$ cat src/rtl/balanced_adder_pkg.sv
// Package: balanced_adder_pkg
// Shared helpers for the balanced pipelined adder family.
//   stages(width, bps)       : number of pipeline stages (one per bit group)
//   latency(width, bps)      : accept-to-result latency in advancing cycles
//   params_legal(width, bps) : WIDTH/BITS_PER_STAGE legality rule
package balanced_adder_pkg;

  function automatic int stages(input int width, input int bps);
    return width / bps;
  endfunction

  // Every path crosses exactly one register per stage, so latency equals stage count.
  function automatic int latency(input int width, input int bps);
    return stages(width, bps);
  endfunction

  function automatic bit params_legal(input int width, input int bps);
    return (width >= 32'sd2) && (bps >= 32'sd1) && (bps <= width) &&
           ((width % bps) == 32'sd0);
  endfunction

endpackage

$ cat src/rtl/adder_stage.sv
// Module: adder_stage
// One BPS-wide ripple-carry slice with registered outputs.
// Ports:
//   clk, rst_n : clock, asynchronous active-low reset
//   en         : pipeline advance; registers hold when low
//   a, b       : operand slices (b already conditioned for subtract)
//   cin        : carry into the slice LSB
//   sum        : registered sum slice
//   cout       : registered carry out of the slice MSB
//   cmsb       : registered carry into the slice MSB (signed-overflow term)
module adder_stage #(
  parameter int BPS = 1
) (
  input  logic           clk,
  input  logic           rst_n,
  input  logic           en,
  input  logic [BPS-1:0] a,
  input  logic [BPS-1:0] b,
  input  logic           cin,
  output logic [BPS-1:0] sum,
  output logic           cout,
  output logic           cmsb
);

  logic [BPS:0]   carry_s;
  logic [BPS-1:0] sum_s;

  // Ripple the slice bit by bit from the incoming carry.
  always_comb begin
    carry_s    = '0;
    sum_s      = '0;
    carry_s[0] = cin;
    for (int i = 0; i < BPS; i++) begin
      sum_s[i]       = a[i] ^ b[i] ^ carry_s[i];
      carry_s[i + 1] = (a[i] & b[i]) | (carry_s[i] & (a[i] ^ b[i]));
    end
  end

  // Slice result registers; advance only with the rest of the pipeline.
  always_ff @(posedge clk or negedge rst_n) begin
    if (!rst_n) begin
      sum  <= '0;
      cout <= 1'b0;
      cmsb <= 1'b0;
    end else if (en) begin
      sum  <= sum_s;
      cout <= carry_s[BPS];
      cmsb <= carry_s[BPS-1];
    end
  end

endmodule

$ cat src/rtl/pipelined_balanced_adder.sv
// Module: pipelined_balanced_adder
// WIDTH-bit add/subtract unit built as a pipelined ripple-carry adder in which every
// input-to-output path crosses STAGES registers. Operand groups are skewed into their
// stage; sum groups are de-skewed so one beat's slices leave together.
// Ports:
//   clk, rst_n          : clock, asynchronous active-low reset
//   in_valid / in_ready : operand stream handshake (in_ready = advance, combinational)
//   a, b, cin, sub      : operands; sub=1 computes a-b and ignores cin
//   out_valid/out_ready : result stream handshake
//   sum, cout, ovf      : result mod 2^WIDTH, carry out of MSB, signed overflow
module pipelined_balanced_adder
  import balanced_adder_pkg::*;
#(
  parameter int WIDTH          = 8,
  parameter int BITS_PER_STAGE = 1
) (
  input  logic             clk,
  input  logic             rst_n,
  input  logic             in_valid,
  output logic             in_ready,
  input  logic [WIDTH-1:0] a,
  input  logic [WIDTH-1:0] b,
  input  logic             cin,
  input  logic             sub,
  output logic             out_valid,
  input  logic             out_ready,
  output logic [WIDTH-1:0] sum,
  output logic             cout,
  output logic             ovf
);

  localparam int BPS    = BITS_PER_STAGE;
  localparam int STAGES = stages(WIDTH, BITS_PER_STAGE);

  if (!params_legal(WIDTH, BITS_PER_STAGE)) begin : g_bad_params
    $error("pipelined_balanced_adder: WIDTH must be >= 2 and divisible by BITS_PER_STAGE");
  end

  logic                         adv_s;
  logic [STAGES-1:0]            valid_r;
  logic [STAGES-1:0][BPS-1:0]   a_grp_s;
  logic [STAGES-1:0][BPS-1:0]   b_grp_s;
  logic [STAGES-1:0]            sub_grp_s;
  logic [STAGES-1:0]            cin_grp_s;
  logic [STAGES-1:0][BPS-1:0]   stage_sum_r;
  logic [STAGES-1:0]            cout_r;
  logic [STAGES-1:0]            cmsb_r;
  logic [STAGES-1:0][BPS-1:0]   sum_out_s;
  logic                         unused_cmsb_s;

  // The whole pipe moves as one; a stalled result blocks everything behind it.
  assign adv_s     = ~out_valid | out_ready;
  assign in_ready  = adv_s;
  assign out_valid = valid_r[STAGES-1];

  // Valid shift chain; bubbles travel as invalid slots.
  always_ff @(posedge clk or negedge rst_n) begin
    if (!rst_n) begin
      valid_r <= '0;
    end else if (adv_s) begin
      valid_r[0] <= in_valid;
      for (int k = 1; k < STAGES; k++) begin
        valid_r[k] <= valid_r[k-1];
      end
    end
  end

  for (genvar k = 0; k < STAGES; k++) begin : g_slice
    localparam int DESKEW = STAGES - 1 - k;
    logic [BPS-1:0] b_eff_s;

    // Input skew: group k (and its sub bit) waits k cycles to meet its carry.
    if (k == 0) begin : g_no_skew
      assign a_grp_s[k]   = a[BPS-1:0];
      assign b_grp_s[k]   = b[BPS-1:0];
      assign sub_grp_s[k] = sub;
      assign cin_grp_s[k] = sub ? 1'b1 : cin;
    end else begin : g_skew
      logic [BPS-1:0] a_line_r [k];
      logic [BPS-1:0] b_line_r [k];
      logic [k-1:0]   sub_line_r;

      // Operand skew line for this group.
      always_ff @(posedge clk or negedge rst_n) begin
        if (!rst_n) begin
          for (int i = 0; i < k; i++) begin
            a_line_r[i] <= '0;
            b_line_r[i] <= '0;
          end
          sub_line_r <= '0;
        end else if (adv_s) begin
          a_line_r[0]   <= a[k*BPS +: BPS];
          b_line_r[0]   <= b[k*BPS +: BPS];
          sub_line_r[0] <= sub;
          for (int i = 1; i < k; i++) begin
            a_line_r[i]   <= a_line_r[i-1];
            b_line_r[i]   <= b_line_r[i-1];
            sub_line_r[i] <= sub_line_r[i-1];
          end
        end
      end

      assign a_grp_s[k]   = a_line_r[k-1];
      assign b_grp_s[k]   = b_line_r[k-1];
      assign sub_grp_s[k] = sub_line_r[k-1];
      assign cin_grp_s[k] = cout_r[k-1];
    end

    // Subtract adds ~b; the +1 enters as stage-0 carry-in.
    assign b_eff_s = sub_grp_s[k] ? ~b_grp_s[k] : b_grp_s[k];

    adder_stage #(.BPS(BPS)) u_stage (
      .clk  (clk),
      .rst_n(rst_n),
      .en   (adv_s),
      .a    (a_grp_s[k]),
      .b    (b_eff_s),
      .cin  (cin_grp_s[k]),
      .sum  (stage_sum_r[k]),
      .cout (cout_r[k]),
      .cmsb (cmsb_r[k])
    );

    // Output de-skew: early groups wait for the last stage to catch up.
    if (DESKEW == 0) begin : g_no_deskew
      assign sum_out_s[k] = stage_sum_r[k];
    end else begin : g_deskew
      logic [BPS-1:0] deskew_r [DESKEW];

      // Sum de-skew line for this group.
      always_ff @(posedge clk or negedge rst_n) begin
        if (!rst_n) begin
          for (int i = 0; i < DESKEW; i++) begin
            deskew_r[i] <= '0;
          end
        end else if (adv_s) begin
          deskew_r[0] <= stage_sum_r[k];
          for (int i = 1; i < DESKEW; i++) begin
            deskew_r[i] <= deskew_r[i-1];
          end
        end
      end

      assign sum_out_s[k] = deskew_r[DESKEW-1];
    end
  end

  // Only the last stage's carry-into-MSB feeds overflow; earlier ones are inert.
  assign unused_cmsb_s = ^cmsb_r;

  assign sum  = sum_out_s;
  assign cout = cout_r[STAGES-1];
  assign ovf  = cmsb_r[STAGES-1] ^ cout_r[STAGES-1];

endmodule
$ cat config.mk
export PLATFORM = sky130hd
export DESIGN_NAME = pipelined_balanced_adder
export DESIGN_NICKNAME = d
export VERILOG_FILES = /design/src/rtl/balanced_adder_pkg.sv /design/src/rtl/adder_stage.sv /design/src/rtl/pipelined_balanced_adder.sv
export SDC_FILE = /design/constraint.sdc
export NUM_CORES = 1
export LEC_CHECK = 0
export BUFFER_PORTS_ARGS = -buffer_cell sky130_fd_sc_hd__buf_2
export CAP_MARGIN = 30
export CORE_MARGIN = 2
export CORE_UTILIZATION = 54
export DETAILED_ROUTE_END_ITERATION = 16
export GPL_TIMING_DRIVEN = 0
export PLACE_DENSITY_LB_ADDON = 0.3
export SLEW_MARGIN = 40
export SYNTH_ARGS = -nofsm -noshare
export SYNTH_HDL_FRONTEND = slang
export SYNTH_HIERARCHICAL = 1
export SYNTH_SLANG_ARGS = --single-unit
export TNS_END_PERCENT = 10
$ cat constraint.sdc
create_clock -name clk -period 1.5 [get_ports clk]
set_clock_uncertainty 0.1 [all_clocks]
set_input_delay 0.3 -clock clk [delete_from_list [all_inputs] [get_ports clk]]
set_output_delay 0.3 -clock clk [all_outputs]
set_load 0.01 [all_outputs]
# Word level (Yosys, flattened, before mapping)
# Cells that the tools add are included.
# Widths: inputs -> output; s select.
# word_totals
ff_bits	137
latchBits	0
mem_bits_rw	0
mem_bits_ro	0
inputBits	22
output_inout_bits	12
word_cells	169
mem_count	0
# op_classes
add_sub_neg	0
mul	0
div	0
magnitude_cmp	0
n_eq_ne	0
shift	0
muxes	9
n_bitwise	51
reduce_logical	0
# ops
op	count
$xor 1x1->1	17
$and 1x1->1	16
$mux 1	9
$not 1->1	9
$or 1x1->1	9

# Depth between registers and ports, before layout
# Gate-level depths: netlist (run 1).
# logic_depth
word_depth	5
ltp_mapped	4
mapped_depth_nobuf	3

# Cells and area by module
# Netlist (run 1), hierarchy kept.
# by_module_without_submodules
module	n_inst	cells_each	area_per_inst_um2	seq_area_each_um2
pipelined_balanced_adder	1	228	3849.9	2477.4
adder_stage	8	7	128.9	75.1

# Worst setup path after synthesis (run 1)
# OpenSTA, ideal clock, no wires.
# synth_timing
kind	register to register
startpoint	reg valid_r[7]
endpoint	reg g_slice[1].g_skew.a_line_r
setup_time_ns	0.125
arrival_time_ns	1.277
t_required_ns	1.275
setup_slack_ns	-0.002
stages_incl_launch_ff	5
path_buffers	1
synth_period_minus_slack_ns	1.502
cell_sequence	dfrtp_1 > nor2b_4 > inv_2 > buf_6 > mux2_2
# synth_via
elab_chain_cells	2
# synth_rtl
element	line	source
start, declared	pipelined_balanced_adder.sv:40	logic [STAGES-1:0] valid_r;
start signal, assigned by index	pipelined_balanced_adder.sv:63	valid_r[k] <= valid_r[k-1];
$not 1->1	pipelined_balanced_adder.sv:52	assign adv_s = ~out_valid | out_ready;
$or 1x1->1	pipelined_balanced_adder.sv:52	
named net in_ready	pipelined_balanced_adder.sv:20	output logic in_ready,
end signal, assigned by index	pipelined_balanced_adder.sv:96	a_line_r[i] <= a_line_r[i-1];
end, declared	pipelined_balanced_adder.sv:79	logic [BPS-1:0] a_line_r [k];
# The timed path passes the listed nets, and every way through them passes these cells.
# A chain may end at the register's enable or synchronous reset.

# Worst setup path after layout (run 1)
# layout_timing
startpoint	reg valid_r[7]
endpoint	out in_ready
# layout_via
elab_chain_cells	2
# layout_rtl
element	line
$not 1->1	pipelined_balanced_adder.sv:52
$or 1x1->1	pipelined_balanced_adder.sv:52
end, declared	pipelined_balanced_adder.sv:20
# Every way passes these cells.

==> run metrics, run 1 <==
status=finished with violations; relative slew slack=75.6%; CP max-delay cell=dfrtp_1; DP Area=4960 um2; Crit Path Category=reg2out; die area=9320 um2; Worst IR Drop VDD=1230 uV; final setup vio count=78; reg-to-reg startpoint=valid_r[7]$_DFFE_PN0P_; Pwr Density=2300 nW/um2; Initial Util=56.0%; Max-cap violations=0; NetSw=3.66 mW; final hold violations=0; Reg power frac=40.4%; Peak Freq=583 MHz; Yosys warnings=6; worst hold start=a[0]; Cell Int Power=9.99 mW; routability cong.=0.695; Layout area overhead=28.4%; design area=5940 um2; R2R depth=6; area of the core=8260 um2; R2R setup slack=-120 ps; global route overflow=0; root buf cell=clkbuf_8; share of layout cells above drive strength 1=58.8%; initial antenna violation count=0; Mapped Avg Cell Area=17.1 um2; Vert. Die Dim=96.6 um; critical path's top delay family=flip-flops; H-tree levels=4; Worst-Skew Late Latency=510 ps; CP Data Required Time=1100 ps; Combinational Power Share=30.9%; Setup crit end kind=output port; sw frac=26.8%; total chip power=13.7 mW; Max Root-Sink Buffers=2; CTS sink count=116; Reg clk slew, reported paths=50 ps; Mapped Area=4630 um2; RSZ-0062 raised after global routing=true; CP Depth=4; Final Max Slew Viols=0; CTS buffer count=17; first-pass GRT wire length=12600 um; synthesized netlist cell count=270; slack of the critical path=-215 ps; arrival time at the worst endpoint=1320 ps; vias in the first global route=2465; r2r endpoint=valid_r[4]$_DFFE_PN0P_; Die W=96.6 um; CP peak stage delay=340 ps; CTS tree=done; Lkg Pwr=2.62 nW; Detailed Route Iter0 Violations=88; # DRC=0; row cnt=33; Port Buf Inserts=33; Wirelength per Cell=16.0 um; post-DP HPWL=4200 um; fin nets=379; via/cell ratio=5.00; Total Routed Length=7480 um; hold path depth=3; Ant. Diodes=0; Hold Path Sink=g_slice[0].u_stage/cout$_DFFE_PN0P_; DR vias=2337; CP Buf/Inv Count=3; Top-Level Pins=34; fillcell total=528; crit start category=register; Total GRT Usage=18.8%; cell breakdown of the critical path=nor2b_4, inv_6, buf_12, buf_6; CP max FO=2; worst slew pin tran=367 ps; minimum clock period=1720 ps; largest net degree at the start of global routing=76; Tightest Hold Check Type=in2reg; failing checks=setup timing; Tcrit/Tclk final=114%; Routed Antenna Nets=0; Net Count, Synth=300; Clock Power Share=28.6%; drt pass-1 iters=4
## metrics by stage
stage / cells / utilization (%) / setup TNS (ps) / setup slack (ps) / hold WS, ps
3_3_place_gp: 408 / 59.6 / -151630 / -1300 / 357
6_report: 467 / 71.9 / -4910 / -215 / 102
3_5_place_dp: 409 / 60.1 / -1980 / -162 / 105
5_1_grt: 467 / 71.9 / -10830 / -294 / 93.7
4_1_cts: 464 / 70.8 / -4210 / -255 / 70.6
2_1_floorplan: 270 / - / 0 / 20.0 / -95.6
## worst min-delay path, stage by stage
cell	delay, ps
buf_2	90
fa_1	150
mux2_2	130
## state kept, by name (all words and copies together) (netlist names)
name                       cells
g_slice.g_skew.b_line_r       22
b_grp_s                        6
g_slice.g_skew.a_line_r       22
g_slice.g_skew.sub_line_r      7
g_slice.u_stage/sum            8
valid_r                        8
sum                            6
a_grp_s                        6
g_slice.u_stage/cmsb           1
g_slice.g_deskew.deskew_r     22
g_slice.u_stage/cout           8
## per-layer routing
layer / GRT usage [%] / vias up / wire length (um)
met5: 0 / - / 0
met4: 6.69 / 0 / 78
met3: 6.75 / 10 / 271
met2: 29.0 / 45 / 3720
met1: 24.8 / 1192 / 3400
li1: - / 1090 / -
## layout by cell type, fill, tap and decap left out, types with 2 or more instances in the layout
cell             n
buf_4           15
dfrtp_1        116
xor2_1           5
buf_6            4
buf_12           6
mux2_2         109
dlygate4sd3_1   17
fa_1             8
clkinv_2         7
xor2_2           4
buf_8            3
buf_2           31
buf_16           2
clkbuf_8         3
clkbuf_1         2
bufinv_16        3
mux2_4           6
clkbuf_16       16
## worst max-delay path by stage
stage / startpoint / to
after global routing: valid_r[7]$_DFFE_PN0P_ / in_ready
after detailed placement: sub / g_slice[0].u_stage/sum$_DFFE_PN0P_
final: valid_r[7]$_DFFE_PN0P_ / in_ready
after global placement: rst_n / sum[1]$_DFFE_PN0P_
after floorplan: sub / g_slice[0].u_stage/sum$_DFFE_PN0P_
after CTS: valid_r[7]$_DFFE_PN0P_ / in_ready
## power groups by stage
stage	registers [mW]	clock network, mW	logic [mW]
after floorplan	5.26	0	2.92
after global placement	5.44	0	3.47
after detailed placement	5.52	0	3.67
after CTS	5.50	4.00	4.08
after global routing	5.74	4.15	4.64
final	5.52	3.91	4.22
## cell type report
cell class	instances	area [um2]	area share, %
Sequential cell	116	2900	48.9
Multi-Input combinational cell	135	1610	27.1
Timing Repair Buffer	60	470	7.92
Clock buffer	21	449	7.56
Buffer	18	233	3.92
Clock inverter	11	133	2.23
Tap cell	105	131	2.21
Inverter	1	8.76	0.147
## timing repair
action / 4_1_cts / 5_1_grt
pin swaps: 9 / 5
hold buffers: 17 / 0
setup endpoints to repair: 35 / 112
setup buffers: 5 / 3
endpoints found under the hold margin: 132 / 0
resized for setup: 16 / 17
cloned: 1 / 0
Note: power is estimated with default switching activity, not from simulation.
==> run 2: changes to the inputs <==
Settings changed: CORE_UTILIZATION 54 to 56, CTS_BUF_LIST set to sky130_fd_sc_hd__clkbuf_4 sky130_fd_sc_hd__clkbuf_8.
==> run 2 against run 1 <==
Against the previous run:
- the run still ends with setup timing left
- cell area decreased by 1.3%
- count of clock-buffer cells in the layout decreased by 3
- routed wire length increased by 1.5%
- non-clock buffer count increased by 4
- fmax increased by 5.0%
- total power decreased by 4.8%
- critical path depth increased by 2
- worst setup slack improved by 82 ps
- worst hold slack got worse by 85 ps
- via count increased by 2.4%
- utilization increased by 0.49 points
- first-iteration DRC count increased by 4.5%
- critical endpoint is now valid_r[6]$_DFFE_PN0P_
==> run metrics, run 2 (synthesized netlist as in run 1, its figures left out) <==
Max Root-Sink Buffers=2; R2R depth=6; first-pass GRT wire length=12100 um; fin cells=471; Setup crit end kind=register; reg-to-reg startpoint=valid_r[7]$_DFFE_PN0P_; Initial Util=57.2%; CP Buf/Inv Count=4; Tightest Hold Check Type=in2reg; r2r endpoint=valid_r[6]$_DFFE_PN0P_; Peak Freq=612 MHz; routability cong.=0.700; TNS Setup=-6140 ps; R2R setup slack=-130 ps; total chip power=13.0 mW; largest net degree at the start of global routing=77; CTS sink count=116; Total Routed Length=7590 um; global route overflow=0; final setup vio count=61; Ant. Diodes=0; Regs by FF count=g_slice.g_deskew.deskew_r (22), g_slice.g_skew.a_line_r (22), g_slice.g_skew.b_line_r (22); CP max-delay cell=dfrtp_1; worst slew pin tran=374 ps; CP peak stage delay=340 ps; Layout area overhead=26.7%; fin nets=383; Detailed Route Iter0 Violations=92; vias in the first global route=2507; Hold Path Sink=g_slice[7].g_skew.b_line_r[6]$_DFFE_PN0P_; Worst IR Drop VDD=1050 uV; Top-Level Pins=34; final hold slack=17.9 ps; area of the core=8090 um2; post-DP HPWL=4080 um; die area=9010 um2; Die W=94.9 um; Worst-Skew Late Latency=420 ps; relative slew slack=75.1%; Routed Antenna Nets=0; Pwr Density=2220 nW/um2; Crit Path Category=reg2reg; dpl cells=409; Tcrit/Tclk final=109%; Vert. Die Dim=94.9 um; pre-CTS setup slack=-151 ps; drt pass-1 iters=4; Final Max Slew Viols=0; DR vias=2394; worst hold start=b[7]; CP max FO=10; Wirelength per Cell=16.1 um; fillcell total=517; critical path's top delay family=buffers and inverters; CP Data Required Time=1710 ps; minimum clock period=1630 ps; CTS buffer count=17; Lkg Pwr=2.58 nW; via/cell ratio=5.08; final hold violations=0; row cnt=33; H-tree levels=4; status=finished with violations; CTS tree=done; initial antenna violation count=0; Total GRT Usage=18.7%; crit start category=register; slack of the critical path=-133 ps; Port Buf Inserts=33; critical path's most frequent cell=buf_12; cell breakdown of the critical path=nor2b_4, buf_4, buf_6, buf_12, buf_12, mux2_2; # DRC=0; hold path depth=2; most frequent cells in the layout=dfrtp_1 (116), mux2_2 (113), buf_2 (32); commonest non-fill, non-tap cell in the layout=dfrtp_1; Max-cap violations=0; arrival time at the worst endpoint=1840 ps; Reg clk slew, reported paths=70 ps; CP startpoint=valid_r[7]$_DFFE_PN0P_; failing checks=setup timing; share of layout cells above drive strength 1=60.1%; RSZ-0062 raised after global routing=true; root buf cell=clkbuf_8
## run 2: changes by cell type in the layout (fill, tap and decap cells not counted), sizes merged
cell | before | now
buf | 61 | 64
clkinvlp | 1 | 4
bufinv | 3 | 5
clkinv | 7 | 5
dlygate4sd3 | 17 | 15
## run 2: layout make-up
type	instances	area [um2]	share of cell area, %
repair buffers	64	548	9.35
well taps	105	131	2.24
multi-input cells	135	1590	27.1
flip-flops and latches	116	2900	49.5
inverters	1	6.26	0.107
clock inverters	14	209	3.56
plain buffers	18	226	3.86
clock buffers	18	248	4.23
## run 2: how the worst max path moves through the flow
stage,to,slack [ps],cells after the start
floorplan,g_slice[0].u_stage/sum$_DFFE_PN0P_,20,3
global placement,sum[1]$_DFFE_PN0P_,-1300,1
detailed placement,g_slice[0].u_stage/sum$_DFFE_PN0P_,-150,4
CTS,in_ready,-140,4
global route,a_grp_s[2]$_DFFE_PN0P_,-180,6
finish,valid_r[6]$_DFFE_PN0P_,-130,6
## run 2: metrics by stage
step                util, %  instance area [um2]
finish                 72.4                 5860
global route           72.4                 5860
CTS                    70.3                 5690
detailed placement     61.3                 4960
global placement       60.8                 4920
floorplan                 -                 4630
## run 2: per-layer routing
layer,wire (um),global-route usage [%]
met2,3800,28.7
met1,3430,24.6
met3,286,5.75
met4,72,8.33
met5,0,0
## run 2: timing repair
action | in CTS | in global routing
endpoints found under the hold margin | 54 | 0
buffers inserted | 4 | 7
gates resized for setup | 15 | 11
cloned | 1 | 3
endpoints found under the setup margin | 27 | 100
pin swaps | 13 | 1
hold buffers | 15 | 0
## run 2: power breakdown
| part | switching [mW] | internal (mW) |
|---|---|---|
| Sequential | 0.875 | 4.65 |
| Combinational | 1.47 | 2.76 |
| Clock | 1.23 | 2.01 |
## run 2: worst reg2reg max path, stage by stage (launching register included)
cell and delay, ps:
dfrtp_1 340, nor2b_4 190, buf_4 140, buf_6 120, buf_12 150, buf_12 150, mux2_2 340
==> run 3: changes to the inputs <==
Settings changed: CORE_UTILIZATION 56 to 58.
Clock period 1.5 ns to 2 ns, I/O delays scaled along.
==> run 3 against run 2 <==
Against the previous run:
- largest cell class unchanged
- routed wire length fell by 11%
- via count decreased by 4.2%
- cell count fell by 6.8%
- the flow now finishes without violations
- sequential cell count is the same
- total power shrank 30%
- combinational power fell by 35%
- register-to-register slack improved by 550 ps
- highest routed layer unchanged
- sequential share of layout area up 4.0 points
- die area is 3.3% lower
- clock power decreased by 32%
- count of clock-buffer cells in the layout rose by 3
- non-clock buffer count decreased by 28
==> run metrics, run 3 (synthesized netlist as in run 1, its figures left out) <==
Ant. Diodes=0; Cell Int Power=6.58 mW; Tcrit/Tclk final=96.1%; Die W=93.3 um; DP Area=4960 um2; DR vias=2293; CTS buffer count=17; CP max FO=14; final hold violations=0; drt pass-1 iters=4; Post-CTS Setup Inserts=0; total chip power=9.06 mW; Worst IR Drop VDD=811 uV; Layout area overhead=17.2%; status=completed; minimum clock period=1920 ps; Reg clk slew, reported paths=70 ps; Combinational Power Share=30.3%; Clock Power Share=24.3%; Detailed Route Iter0 Violations=62; R2R depth=3; Port Buf Inserts=33; Hold Path Sink=g_slice[7].g_skew.a_line_r[6]$_DFFE_PN0P_; r2r endpoint=g_slice[3].u_stage/sum$_DFFE_PN0P_; die area=8710 um2; Final Max Slew Viols=0; initial antenna violation count=0; commonest non-fill, non-tap cell in the layout=dfrtp_1; Tightest Hold Check Type=in2reg; routability cong.=0.678; Regs by FF count=g_slice.g_deskew.deskew_r (22), g_slice.g_skew.a_line_r (22), g_slice.g_skew.b_line_r (22); vias in the first global route=2453; via/cell ratio=5.22; Max Root-Sink Buffers=2; H-tree levels=4; post-DP HPWL=4140 um; Max-cap violations=0; design area=5420 um2; cell breakdown of the critical path=nor2b_4, inv_4, buf_12, buf_2; critical path's top delay family=buffers and inverters; CP Buf/Inv Count=3; Peak Freq=520 MHz; most frequent cells in the layout=dfrtp_1 (116), mux2_2 (115), buf_2 (34); Routed Antenna Nets=0; crit start category=register; Crit Path Category=reg2out; R2R setup slack=420 ps; Lkg Pwr=2.39 nW; CP Data Required Time=1500 ps; CTS tree=done; final setup vio count=0; relative slew slack=73.6%; Initial Util=59.9%; Top-Level Pins=34; area of the core=7730 um2; Pwr Density=1670 nW/um2; sw frac=27.4%; RSZ-0062 raised after global routing=false; row cnt=32; first-pass GRT wire length=12000 um; share of layout cells above drive strength 1=59.9%; arrival time at the worst endpoint=1420 ps; global route overflow=0; Setup crit end kind=output port; fin nets=355; NetSw=2.48 mW; root buf cell=clkbuf_8; CP max-delay cell=dfrtp_1; TNS Setup=0 ps; worst hold start=a[7]; Total Routed Length=6770 um; Worst-Skew Late Latency=420 ps; Wirelength per Cell=15.4 um; hold path depth=2; largest net degree at the start of global routing=65; Total GRT Usage=18.6%; reg-to-reg startpoint=g_slice[5].g_skew.sub_line_r[2]$_DFFE_PN0P_; # DRC=0; worst slew pin tran=396 ps; Vert. Die Dim=93.3 um; Reg power frac=45.4%; CP peak stage delay=370 ps; CTS sink count=116
run 3: changes by cell type in the layout (fill, tap and decap cells not counted), sizes merged:
cell / previous run / this run
bufbuf: 0 / 1
dlygate4sd3: 15 / 1
clkinvlp: 4 / 2
buf: 64 / 52
bufinv: 5 / 3
run 3: final cells by class:
| cell class | count | area (um2) |
|---|---|---|
| multi-input cells | 135 | 1560 |
| clock inverters | 10 | 130 |
| plain buffers | 18 | 169 |
| well taps | 102 | 128 |
| clock buffers | 21 | 283 |
| inverters | 1 | 6.26 |
| flip-flops and latches | 116 | 2900 |
| repair buffers | 36 | 245 |
| fillers | 519 | 2300 |
run 3: repair_timing:
item                                   4_1_cts  5_1_grt
resized for setup                            3        0
setup endpoints to repair                    1        0
endpoints found under the hold margin       52        0
hold buffers                                 1        0
run 3: power groups by stage:
stage / sequential, mW / combinational, mW / clock, mW
after global placement: 4.09 / 2.58 / 0
after global routing: 4.27 / 3.08 / 2.36
after floorplan: 3.95 / 2.19 / 0
after detailed placement: 4.15 / 2.69 / 0
final: 4.11 / 2.75 / 2.20
after CTS: 4.13 / 2.80 / 2.25
run 3: metal layers:
layer	GRT usage [%]	part of all wire, %	up-vias	routed length [um]
met5	0	0	-	0
met4	7.60	1.5	0	104
met3	5.80	3.7	9	250
met2	29.4	50	38	3380
met1	24.0	45	1208	3040
li1	-	-	1038	-
run 3: how the worst max path moves through the flow:
stage | start | to | slack (ps) | cells after the start
floorplan | sub | g_slice[0].u_stage/sum$_DFFE_PN0P_ | 420 | 3
global placement | rst_n | sum[1]$_DFFE_PN0P_ | -890 | 1
CTS | valid_r[7]$_DFFE_PN0P_ | in_ready | 40 | 4
finish | valid_r[7]$_DFFE_PN0P_ | in_ready | 80 | 4
detailed placement | sub | g_slice[0].u_stage/sum$_DFFE_PN0P_ | 250 | 4
global route | valid_r[7]$_DFFE_PN0P_ | in_ready | 5 | 4
run 3: metrics by stage:
| stage | utilization (%) | setup WS, ps | hold WS [ps] | instances |
|---|---|---|---|---|
| 2_1_floorplan | - | 420 | 4.41 | 270 |
| 3_3_place_gp | 63.7 | -891 | 342 | 405 |
| 3_5_place_dp | 64.2 | 251 | 237 | 406 |
| 4_1_cts | 70.2 | 39.9 | 89.4 | 439 |
| 5_1_grt | 70.2 | 4.69 | 89.9 | 439 |
| 6_report | 70.2 | 77.6 | 111 | 439 |
